## config.mk

```make
export PLATFORM = sky130hd
export DESIGN_NAME = convpress_node_ctrl_flat
export DESIGN_NICKNAME = d
export VERILOG_FILES = /design/src/rtl/convpress_node_ctrl_if.sv /design/src/rtl/convpress_node_ctrl.sv /design/src/flat_wrapper.sv
export SDC_FILE = /design/constraint.sdc
export NUM_CORES = 1
export LEC_CHECK = 0
export BUFFER_PORTS_ARGS = -buffer_cell sky130_fd_sc_hd__buf_2
export CORE_ASPECT_RATIO = 0.8
export CORE_MARGIN = 5
export CORE_UTILIZATION = 25
export CTS_CLUSTER_DIAMETER = 200
export DETAILED_ROUTE_END_ITERATION = 8
export HOLD_SLACK_MARGIN = 0.15
export PLACE_DENSITY = 0.5
export SETUP_SLACK_MARGIN = 0.15
export SLEW_MARGIN = 20
export SYNTH_ARGS = -nofsm -noshare
export SYNTH_HDL_FRONTEND = slang
export SYNTH_SLANG_ARGS = --single-unit
```

## constraint.sdc

```tcl
create_clock -name clk -period 4.25 [get_ports clk]
set_input_delay 1.275 -clock clk [delete_from_list [all_inputs] [get_ports clk]]
set_output_delay 1.275 -clock clk [all_outputs]
set_load 0.01 [all_outputs]
```

## src/rtl/convpress_node_ctrl_if.sv

```systemverilog
// Handshake/config bundle between a convpress node client and its sequencer.
// Optional CONVPRESS_CTRL_STALL_EN adds the eDRAM back-pressure input i_edram_ready.
interface convpress_node_ctrl_if #(
    parameter int unsigned ADDR_SIZE = 4
);
    logic                 i_start;
    logic [ADDR_SIZE-1:0] i_cfg_num_in;
    logic [ADDR_SIZE-1:0] i_cfg_num_out;
`ifdef CONVPRESS_CTRL_STALL_EN
    logic                 i_edram_ready;
`endif
    logic [ADDR_SIZE-1:0] o_nbin_addr;
    logic [ADDR_SIZE-1:0] o_nbout_addr;
    logic                 o_load_coef;
    logic                 o_acc_en;
    logic                 o_out_valid;
    logic                 o_busy;
    logic                 o_done;

    modport master (
        output i_start, i_cfg_num_in, i_cfg_num_out,
`ifdef CONVPRESS_CTRL_STALL_EN
        output i_edram_ready,
`endif
        input  o_nbin_addr, o_nbout_addr, o_load_coef, o_acc_en,
        input  o_out_valid, o_busy, o_done
    );

    modport slave (
        input  i_start, i_cfg_num_in, i_cfg_num_out,
`ifdef CONVPRESS_CTRL_STALL_EN
        input  i_edram_ready,
`endif
        output o_nbin_addr, o_nbout_addr, o_load_coef, o_acc_en,
        output o_out_valid, o_busy, o_done
    );
endinterface

```

## src/rtl/convpress_node_ctrl.sv

```systemverilog
// Job sequencer for one convpress node: coefficient load, NBin/NBout address stepping, pipeline drain.
// Define CONVPRESS_CTRL_STALL_EN to enable eDRAM back-pressure (i_edram_ready) in ACC/DRAIN.
module convpress_node_ctrl #(
    parameter int unsigned ADDR_SIZE = 4,
    parameter int unsigned PIPE_LAT  = 3
) (
    input  logic                 clk,
    input  logic                 rst,
    convpress_node_ctrl_if.slave bus
);
    localparam int unsigned LAT_W = (PIPE_LAT > 1) ? $clog2(PIPE_LAT) : 1;

    typedef enum logic [2:0] {
        S_IDLE  = 3'd0,
        S_COEF  = 3'd1,
        S_ACC   = 3'd2,
        S_DRAIN = 3'd3,
        S_DONE  = 3'd4
    } state_t;

    state_t                 state_q, state_d;
    logic [ADDR_SIZE-1:0]   num_in_q, num_in_d;
    logic [ADDR_SIZE-1:0]   num_out_q, num_out_d;
    logic [ADDR_SIZE-1:0]   in_cnt_q, in_cnt_d;
    logic [ADDR_SIZE-1:0]   out_cnt_q, out_cnt_d;
    logic [LAT_W-1:0]       lat_cnt_q, lat_cnt_d;
    logic [PIPE_LAT-1:0]    sr_q, sr_d;
    logic                   load_coef_q, load_coef_d;
    logic                   acc_en_q, acc_en_d;
    logic                   busy_q, busy_d;
    logic                   done_q, done_d;

    logic                   ready_c;
    logic                   hold_c;
    logic                   last_in_c;
    logic                   last_out_c;
    logic                   tile_end_c;

`ifdef CONVPRESS_CTRL_STALL_EN
    assign ready_c = bus.i_edram_ready;
`else
    assign ready_c = 1'b1;
`endif

    // Back-pressure only freezes the accumulate and drain phases; COEF always proceeds.
    assign hold_c     = !ready_c && ((state_q == S_ACC) || (state_q == S_DRAIN));
    assign last_in_c  = (in_cnt_q  == (num_in_q  - ADDR_SIZE'(1)));
    assign last_out_c = (out_cnt_q == (num_out_q - ADDR_SIZE'(1)));
    assign tile_end_c = (state_q == S_ACC) && last_in_c && !hold_c;

    always_ff @(posedge clk) begin
        if (rst) begin
            state_q     <= S_IDLE;
            num_in_q    <= '0;
            num_out_q   <= '0;
            in_cnt_q    <= '0;
            out_cnt_q   <= '0;
            lat_cnt_q   <= '0;
            sr_q        <= '0;
            load_coef_q <= 1'b0;
            acc_en_q    <= 1'b0;
            busy_q      <= 1'b0;
            done_q      <= 1'b0;
        end else begin
            state_q     <= state_d;
            num_in_q    <= num_in_d;
            num_out_q   <= num_out_d;
            in_cnt_q    <= in_cnt_d;
            out_cnt_q   <= out_cnt_d;
            lat_cnt_q   <= lat_cnt_d;
            sr_q        <= sr_d;
            load_coef_q <= load_coef_d;
            acc_en_q    <= acc_en_d;
            busy_q      <= busy_d;
            done_q      <= done_d;
        end
    end

    // Next-state, counter and registered-output logic.
    always_comb begin
        state_d   = state_q;
        num_in_d  = num_in_q;
        num_out_d = num_out_q;
        in_cnt_d  = in_cnt_q;
        out_cnt_d = out_cnt_q;
        lat_cnt_d = lat_cnt_q;

        case (state_q)
            S_IDLE: begin
                if (bus.i_start) begin
                    num_in_d  = bus.i_cfg_num_in;
                    num_out_d = bus.i_cfg_num_out;
                    in_cnt_d  = '0;
                    out_cnt_d = '0;
                    lat_cnt_d = '0;
                    if ((bus.i_cfg_num_in == '0) || (bus.i_cfg_num_out == '0)) begin
                        state_d = S_DONE;
                    end else begin
                        state_d = S_COEF;
                    end
                end
            end
            S_COEF: begin
                state_d = S_ACC;
            end
            S_ACC: begin
                if (!hold_c) begin
                    if (last_in_c) begin
                        // Last accumulate of the job leaves the addresses on their final values.
                        if (last_out_c) begin
                            state_d   = S_DRAIN;
                            lat_cnt_d = '0;
                        end else begin
                            in_cnt_d  = '0;
                            out_cnt_d = out_cnt_q + ADDR_SIZE'(1);
                        end
                    end else begin
                        in_cnt_d = in_cnt_q + ADDR_SIZE'(1);
                    end
                end
            end
            S_DRAIN: begin
                if (!hold_c) begin
                    if (lat_cnt_q == LAT_W'(PIPE_LAT - 1)) begin
                        state_d = S_DONE;
                    end else begin
                        lat_cnt_d = lat_cnt_q + LAT_W'(1);
                    end
                end
            end
            S_DONE: begin
                state_d   = S_IDLE;
                in_cnt_d  = '0;
                out_cnt_d = '0;
            end
            default: begin
                state_d = S_IDLE;
            end
        endcase

        sr_d        = hold_c ? sr_q : PIPE_LAT'({sr_q, tile_end_c});
        load_coef_d = (state_d == S_COEF);
        acc_en_d    = (state_d == S_ACC);
        busy_d      = (state_d != S_IDLE);
        done_d      = (state_d == S_DONE);
    end

    assign bus.o_nbin_addr  = in_cnt_q;
    assign bus.o_nbout_addr = out_cnt_q;
    assign bus.o_load_coef  = load_coef_q;
    assign bus.o_acc_en     = acc_en_q & ready_c;
    assign bus.o_out_valid  = sr_q[PIPE_LAT-1] & ready_c;
    assign bus.o_busy       = busy_q;
    assign bus.o_done       = done_q;

endmodule
```

## src/flat_wrapper.sv

```systemverilog
// flat-port wrapper written by rule: the top's interface ports become plain ports
module convpress_node_ctrl_flat 
#(
    parameter int unsigned ADDR_SIZE = 4,
    parameter int unsigned PIPE_LAT  = 3
)
  (clk, rst, bus_i_start, bus_i_cfg_num_in, bus_i_cfg_num_out, bus_o_nbin_addr, bus_o_nbout_addr, bus_o_load_coef, bus_o_acc_en, bus_o_out_valid, bus_o_busy, bus_o_done);
  convpress_node_ctrl_if #(.ADDR_SIZE(ADDR_SIZE)) bus_i ();
  input  logic clk;
  input  logic rst;
  input wire logic [$bits(bus_i.i_start)-1:0] bus_i_start;
  input wire logic [$bits(bus_i.i_cfg_num_in)-1:0] bus_i_cfg_num_in;
  input wire logic [$bits(bus_i.i_cfg_num_out)-1:0] bus_i_cfg_num_out;
  output wire logic [$bits(bus_i.o_nbin_addr)-1:0] bus_o_nbin_addr;
  output wire logic [$bits(bus_i.o_nbout_addr)-1:0] bus_o_nbout_addr;
  output wire logic [$bits(bus_i.o_load_coef)-1:0] bus_o_load_coef;
  output wire logic [$bits(bus_i.o_acc_en)-1:0] bus_o_acc_en;
  output wire logic [$bits(bus_i.o_out_valid)-1:0] bus_o_out_valid;
  output wire logic [$bits(bus_i.o_busy)-1:0] bus_o_busy;
  output wire logic [$bits(bus_i.o_done)-1:0] bus_o_done;
  assign bus_i.i_start = bus_i_start;
  assign bus_i.i_cfg_num_in = bus_i_cfg_num_in;
  assign bus_i.i_cfg_num_out = bus_i_cfg_num_out;
  assign bus_o_nbin_addr = bus_i.o_nbin_addr;
  assign bus_o_nbout_addr = bus_i.o_nbout_addr;
  assign bus_o_load_coef = bus_i.o_load_coef;
  assign bus_o_acc_en = bus_i.o_acc_en;
  assign bus_o_out_valid = bus_i.o_out_valid;
  assign bus_o_busy = bus_i.o_busy;
  assign bus_o_done = bus_i.o_done;
  convpress_node_ctrl #(.ADDR_SIZE(ADDR_SIZE), .PIPE_LAT(PIPE_LAT)) u_core (.clk(clk), .rst(rst), .bus(bus_i));
endmodule
```

=== After elaboration in Yosys (flattened, before gate mapping) ===
Index checks and enable logic that the tools add are counted.

* Flip-flop bits (word level): 28
* Latch bits: 0
* Bits in writable memories: 0
* ROM bits: 0
* Input bits: 11
* Output and inout bits: 13
* Logic and storage cells: 62
* Memories kept: 0

* Add/sub/neg operators: 5
* Multipliers: 0
* Divide/modulo/power cells: 0
* Magnitude comparators: 0
* Equality and inequality tests: 16
* Shifts and indexed selects: 0
* Mux-type cells: 18
* Bitwise operators: 0
* Reductions and logical operators: 12

{| class="wikitable"
|+ Operators with widths
! operator !! number
|-
| $pmux W4 S3 || 2
|-
| $mux W4 || 5
|-
| $mux W3 || 5
|-
| $pmux W3 S4 || 1
|-
| $eq A3 B2 Y1 const B || 3
|-
| $reduce_bool A3 Y1 || 3
|-
| $add A4 B1 Y4 const B || 2
|-
| $eq A4 B4 Y1 || 2
|-
| $logic_not A4 Y1 || 2
|-
| $mux W2 || 4
|-
| $sub A4 B1 Y4 const B || 2
|-
| $eq A3 B1 Y1 const B || 2
|-
| $eq A3 B3 Y1 const B || 2
|-
| $ne A2 B2 Y1 const B || 3
|-
| $pmux W2 S3 || 1
|-
| $reduce_and A5 Y1 || 1
|-
| $ne A2 B1 Y1 const B || 2
|-
| $reduce_and A4 Y1 || 1
|-
| $logic_not A3 Y1 || 1
|-
| $ne A3 B3 Y1 const B || 1
|-
| $reduce_and A3 Y1 || 1
|-
| $add A2 B1 Y2 const B || 1
|-
| $eq A2 B2 Y1 const B || 1
|-
| $reduce_and A2 Y1 || 1
|-
| other kinds (2) || 2
|}

=== Longest topological paths before layout ===
* Word-level depth: 6
* Depth in mapped cells: 7
* Mapped depth without buffers: 7

=== Worst setup path before layout ===
OpenSTA, ideal clock, no wires.

* Path type: input to register
* Start point: input rst
* End point: register u_core.state_q[0]
* Library setup time: 125 ps
* Arrival time: 2182 ps
* Data required time: 4125 ps
* Setup slack: 1943 ps
* Cell stages on the path: 4
* Buffers on the path: 3
* Cell sequence: clkbuf_1 -> clkbuf_1 -> clkbuf_1 -> o2bb2ai_1

{| class="wikitable"
|+ RTL lines
! what !! RTL line !! source
|-
| start: declaration || flat_wrapper.sv:10 || <nowiki>input logic rst;</nowiki>
|-
| end signal: assignment || convpress_node_ctrl.sv:65 || <nowiki>state_q <= state_d;</nowiki>
|-
| end: declaration || convpress_node_ctrl.sv:21 || <nowiki>state_t state_q, state_d;</nowiki>
|}

No word-level cell between the ends.

=== Final worst setup path ===
* Start point: input bus_i_cfg_num_in[2]
* End point: register u_core.done_q, in the netlist u_core.bus.o_done

* Cells in the longest elaborated chain, start to end: 6

{| class="wikitable"
|+ Ends and longest elaborated chain
! what !! RTL line !! source
|-
| start: declaration || flat_wrapper.sv:12 || <nowiki>input wire logic [$bits(bus_i.i_cfg_num_in)-1:0] bus_i_cfg_num_in;</nowiki>
|-
| $logic_not A4 Y1 || convpress_node_ctrl.sv:96 || <nowiki>if ((bus.i_cfg_num_in == '0) || (bus.i_cfg_num_out == '0)) begin</nowiki>
|-
| $logic_or A1 B1 Y1 || convpress_node_ctrl.sv:96 ||
|-
| $mux W3 || convpress_node_ctrl.sv:96 ||
|-
| $mux W3 || convpress_node_ctrl.sv:90 || <nowiki>if (bus.i_start) begin</nowiki>
|-
| $pmux W3 S4 || convpress_node_ctrl.sv:88 || <nowiki>case (state_q)</nowiki>
|-
| $eq A3 B3 Y1 || convpress_node_ctrl.sv:145 || <nowiki>done_d = (state_d == S_DONE);</nowiki>
|-
| end signal: assignment || convpress_node_ctrl.sv:75 || <nowiki>done_q <= done_d;</nowiki>
|-
| end: declaration || convpress_node_ctrl.sv:31 || <nowiki>logic done_q, done_d;</nowiki>
|}

Every way passes these cells.
A chain may end at the register's enable or synchronous reset.

==> results.cfg <==
[power_and_ir_drop]
peakVddDrop_mv = 0.110
p_leak_nw = 0.643
p_per_area_mw_per_mm2 = 326
finalPower_mw = 0.539

[floorplanning]
rows = 24
initial_utilization_pct = 25.8
die_h_microns = 77.1
core_sq_mm = 0.00547
ioPinCount = 24
die_w_microns = 93.9
die-area_sq_mm = 0.00724

[yosys]
syn_avg_cell_area_sq_um = 8.64
synth_area_sq_mm = 0.00141
yosysSeqAreaShare_pct = 39.8
synth_warnings = 0
yosysTopAreaCell = dfxtp_1
synthFlopType = dfxtp_1
synth_enable_flop_cells = 0
ys_seq_elements = 28
syn_nets = 179
yosys.area.top_type_share_pct = 39.8
async_reset_ff_share_pct = 0
syn_inst = 163
synth_area_leaders = dfxtp_1, nand2_1, ha_1
synth_cell_types = 40

[detailed_routing]
wirelength_mm = 3.14
routedWlPerCell_microns = 11.9
dr_total_vias = 1159
via_per_inst = 4.41
drtIter0Drc = 65
drc = 0
ant_nets = 0
dr.pass1.iters = 4

[cts]
clk_latency_ps = 270
cts_tree = yes
cts_sinks = 28
cts_inserted_buffers = 3
htreeDepth = 1
clk_pin_slew_ps = 90
post-cts-setup-buffer-count = 0
cts-resized-gates = 0
root_buffer = clkbuf_8
cts_buffer_depth = 2
ctsHoldBuffers = 0

[sta]
fin_crit_sh_pct = 57.1
min_period_ps = 2430
setup_violations = 0
tightest_slew_ps = 870
max_slew_margin_pct = 41.3
skew_ps = 0.804
hold_viol_final = 0
drv_slew = 0
max_freq_ghz = 0.412
fin_setup_tns_ps = 0
grt_setup_unrepaired = false

[global_route]
grt_overflow = 0
first_global_vias = 1100
grt_antenna_before_repair = 0
track_usage_pct = 9.50
grt_max_degree = 31
grt_pass1_wl_mm = 5.58

[layout]
regArea_sq_um = 561
finalNetCount = 202
postLayoutCellArea_sq_mm = 0.00166
finalCoreUtilization_pct = 30.3
n_fill_cell = 608
drive_gt1_share_pct = 18.4
diodes = 0
multi_input_area_sq_um = 793
areaGrowthSynthToFinish_pct = 17.6

[min_path]
hold_depth = 1
hold_class = reg2reg

[setup_path]
cpPeakStageDelay_ps = 810
cp-start-kind = primary input
crit_path_cell_trace = buf_2 > o41ai_1 > nand2_1 > a211oi_1
crit_arrival_ps = 2620
crit_fanout = 3
rr_worst_depth = 7
critical-path-slowest-cell = o41ai_1
crit_type = in2reg
critPathCaptureType = flip-flop
required_ps = 4440
regToRegSetupSlack_ps = 2380

[placed_design]
globalplace.congestion = 0.799
place_area_sq_mm = 0.00160
io_buffer_count = 23
dp_hpwl_mm = 2.37

[run]
drv_cap = 0

[run_status]
status = finished, final reports clean
==> cell usage after synthesis, drive strengths merged, types with 2 or more instances <==
master	n
nor2	12
ha	5
xnor3	2
clkbuf	4
a211oi	2
o311ai	2
inv	9
xor2	4
nor2b	3
or4	3
nand2	23
xnor2	4
nor3	10
nand2b	6
o2bb2ai	3
nand3	6
mux2i	2
o21ai	4
a21oi	11
nand4	2
nor3b	2
o31a	2
dfxtp	28
nand3b	2
==> placed cells by master, fill, tap and decap left out, types with 5 or more instances in the layout <==
cell type,instances
nand2_1,23
inv_1,9
a21oi_1,11
buf_2,23
nand2b_1,6
dfxtp_1,28
ha_1,5
nand3_1,5
nor3_1,9
nor2_1,11
==> worst max-delay path, delay by kind of cell <==
family                 cells  cell delay [ps]
buffers and inverters      1              110
and+or+nand+nor            1              160
AOI/OAI and AO/OA          2             1070
==> flip-flops by register name, summed over array words and instances, names as in the netlist <==
register and count:
u_core.num_in_q 4, u_core.state_q 3, u_core.lat_cnt_q 2, u_core.bus.o_nbin_addr 4, u_core.bus.o_load_coef 1, u_core.bus.o_done 1, u_core.bus.o_busy 1, u_core.num_out_q 4
u_core.bus.o_acc_en 1, u_core.bus.o_nbout_addr 4, u_core.sr_q 3
==> layer usage <==
metal | track usage, % | wire length [microns] | part of all wire (%)
met4 | 1.30 | 13 | 0.41
met1 | 14.1 | 1720 | 55
met5 | 0 | 0 | 0
met2 | 13.5 | 1220 | 39
met3 | 3.13 | 186 | 5.9
==> per-stage QoR <==
step           instances  hold slack (ps)  worst slack (ps)
2_1_floorplan        163              414              1940
3_3_place_gp         259              428              1580
3_5_place_dp         259              423              1570
4_1_cts              263              447              1860
5_1_grt              263              467              1720
6_report             263              445              1820
==> final timing paths <==
kind / from / to
setup / recovery: bus_i_cfg_num_in[2] / u_core.bus.o_done
hold / removal: u_core.sr_q[1] / u_core.sr_q[2]
setup reg to reg: u_core.num_out_q[0] / u_core.bus.o_nbout_addr[3]
hold reg to reg: u_core.sr_q[1] / u_core.sr_q[2]
==> power breakdown <==
group          internal [mW]  switching (mW)
Combinational         0.0366          0.0521
Clock                 0.0830          0.0833
Sequential             0.273          0.0106
Total                  0.393           0.146
==> area by class of cell <==
class,instances,area share [%]
Inverter,9,2.04
Sequential cell,28,33.9
Multi-Input combinational cell,121,47.9
Tap cell,78,5.90
Timing Repair Buffer,23,6.95
Clock buffer,4,3.33
==> kinds of logic after synthesis <==
group / after synthesis / synth area share, %
and+or+nand+nor: 73 / 26.4
AOI/OAI and AO/OA: 31 / 15.9
DFF: 28 / 39.8
buffers and inverters: 14 / 3.82
xor gates and xnor gates: 10 / 8.18
adders and majority gates: 5 / 4.44
muxes: 2 / 1.42
Note: power is estimated with default switching activity, not from simulation.
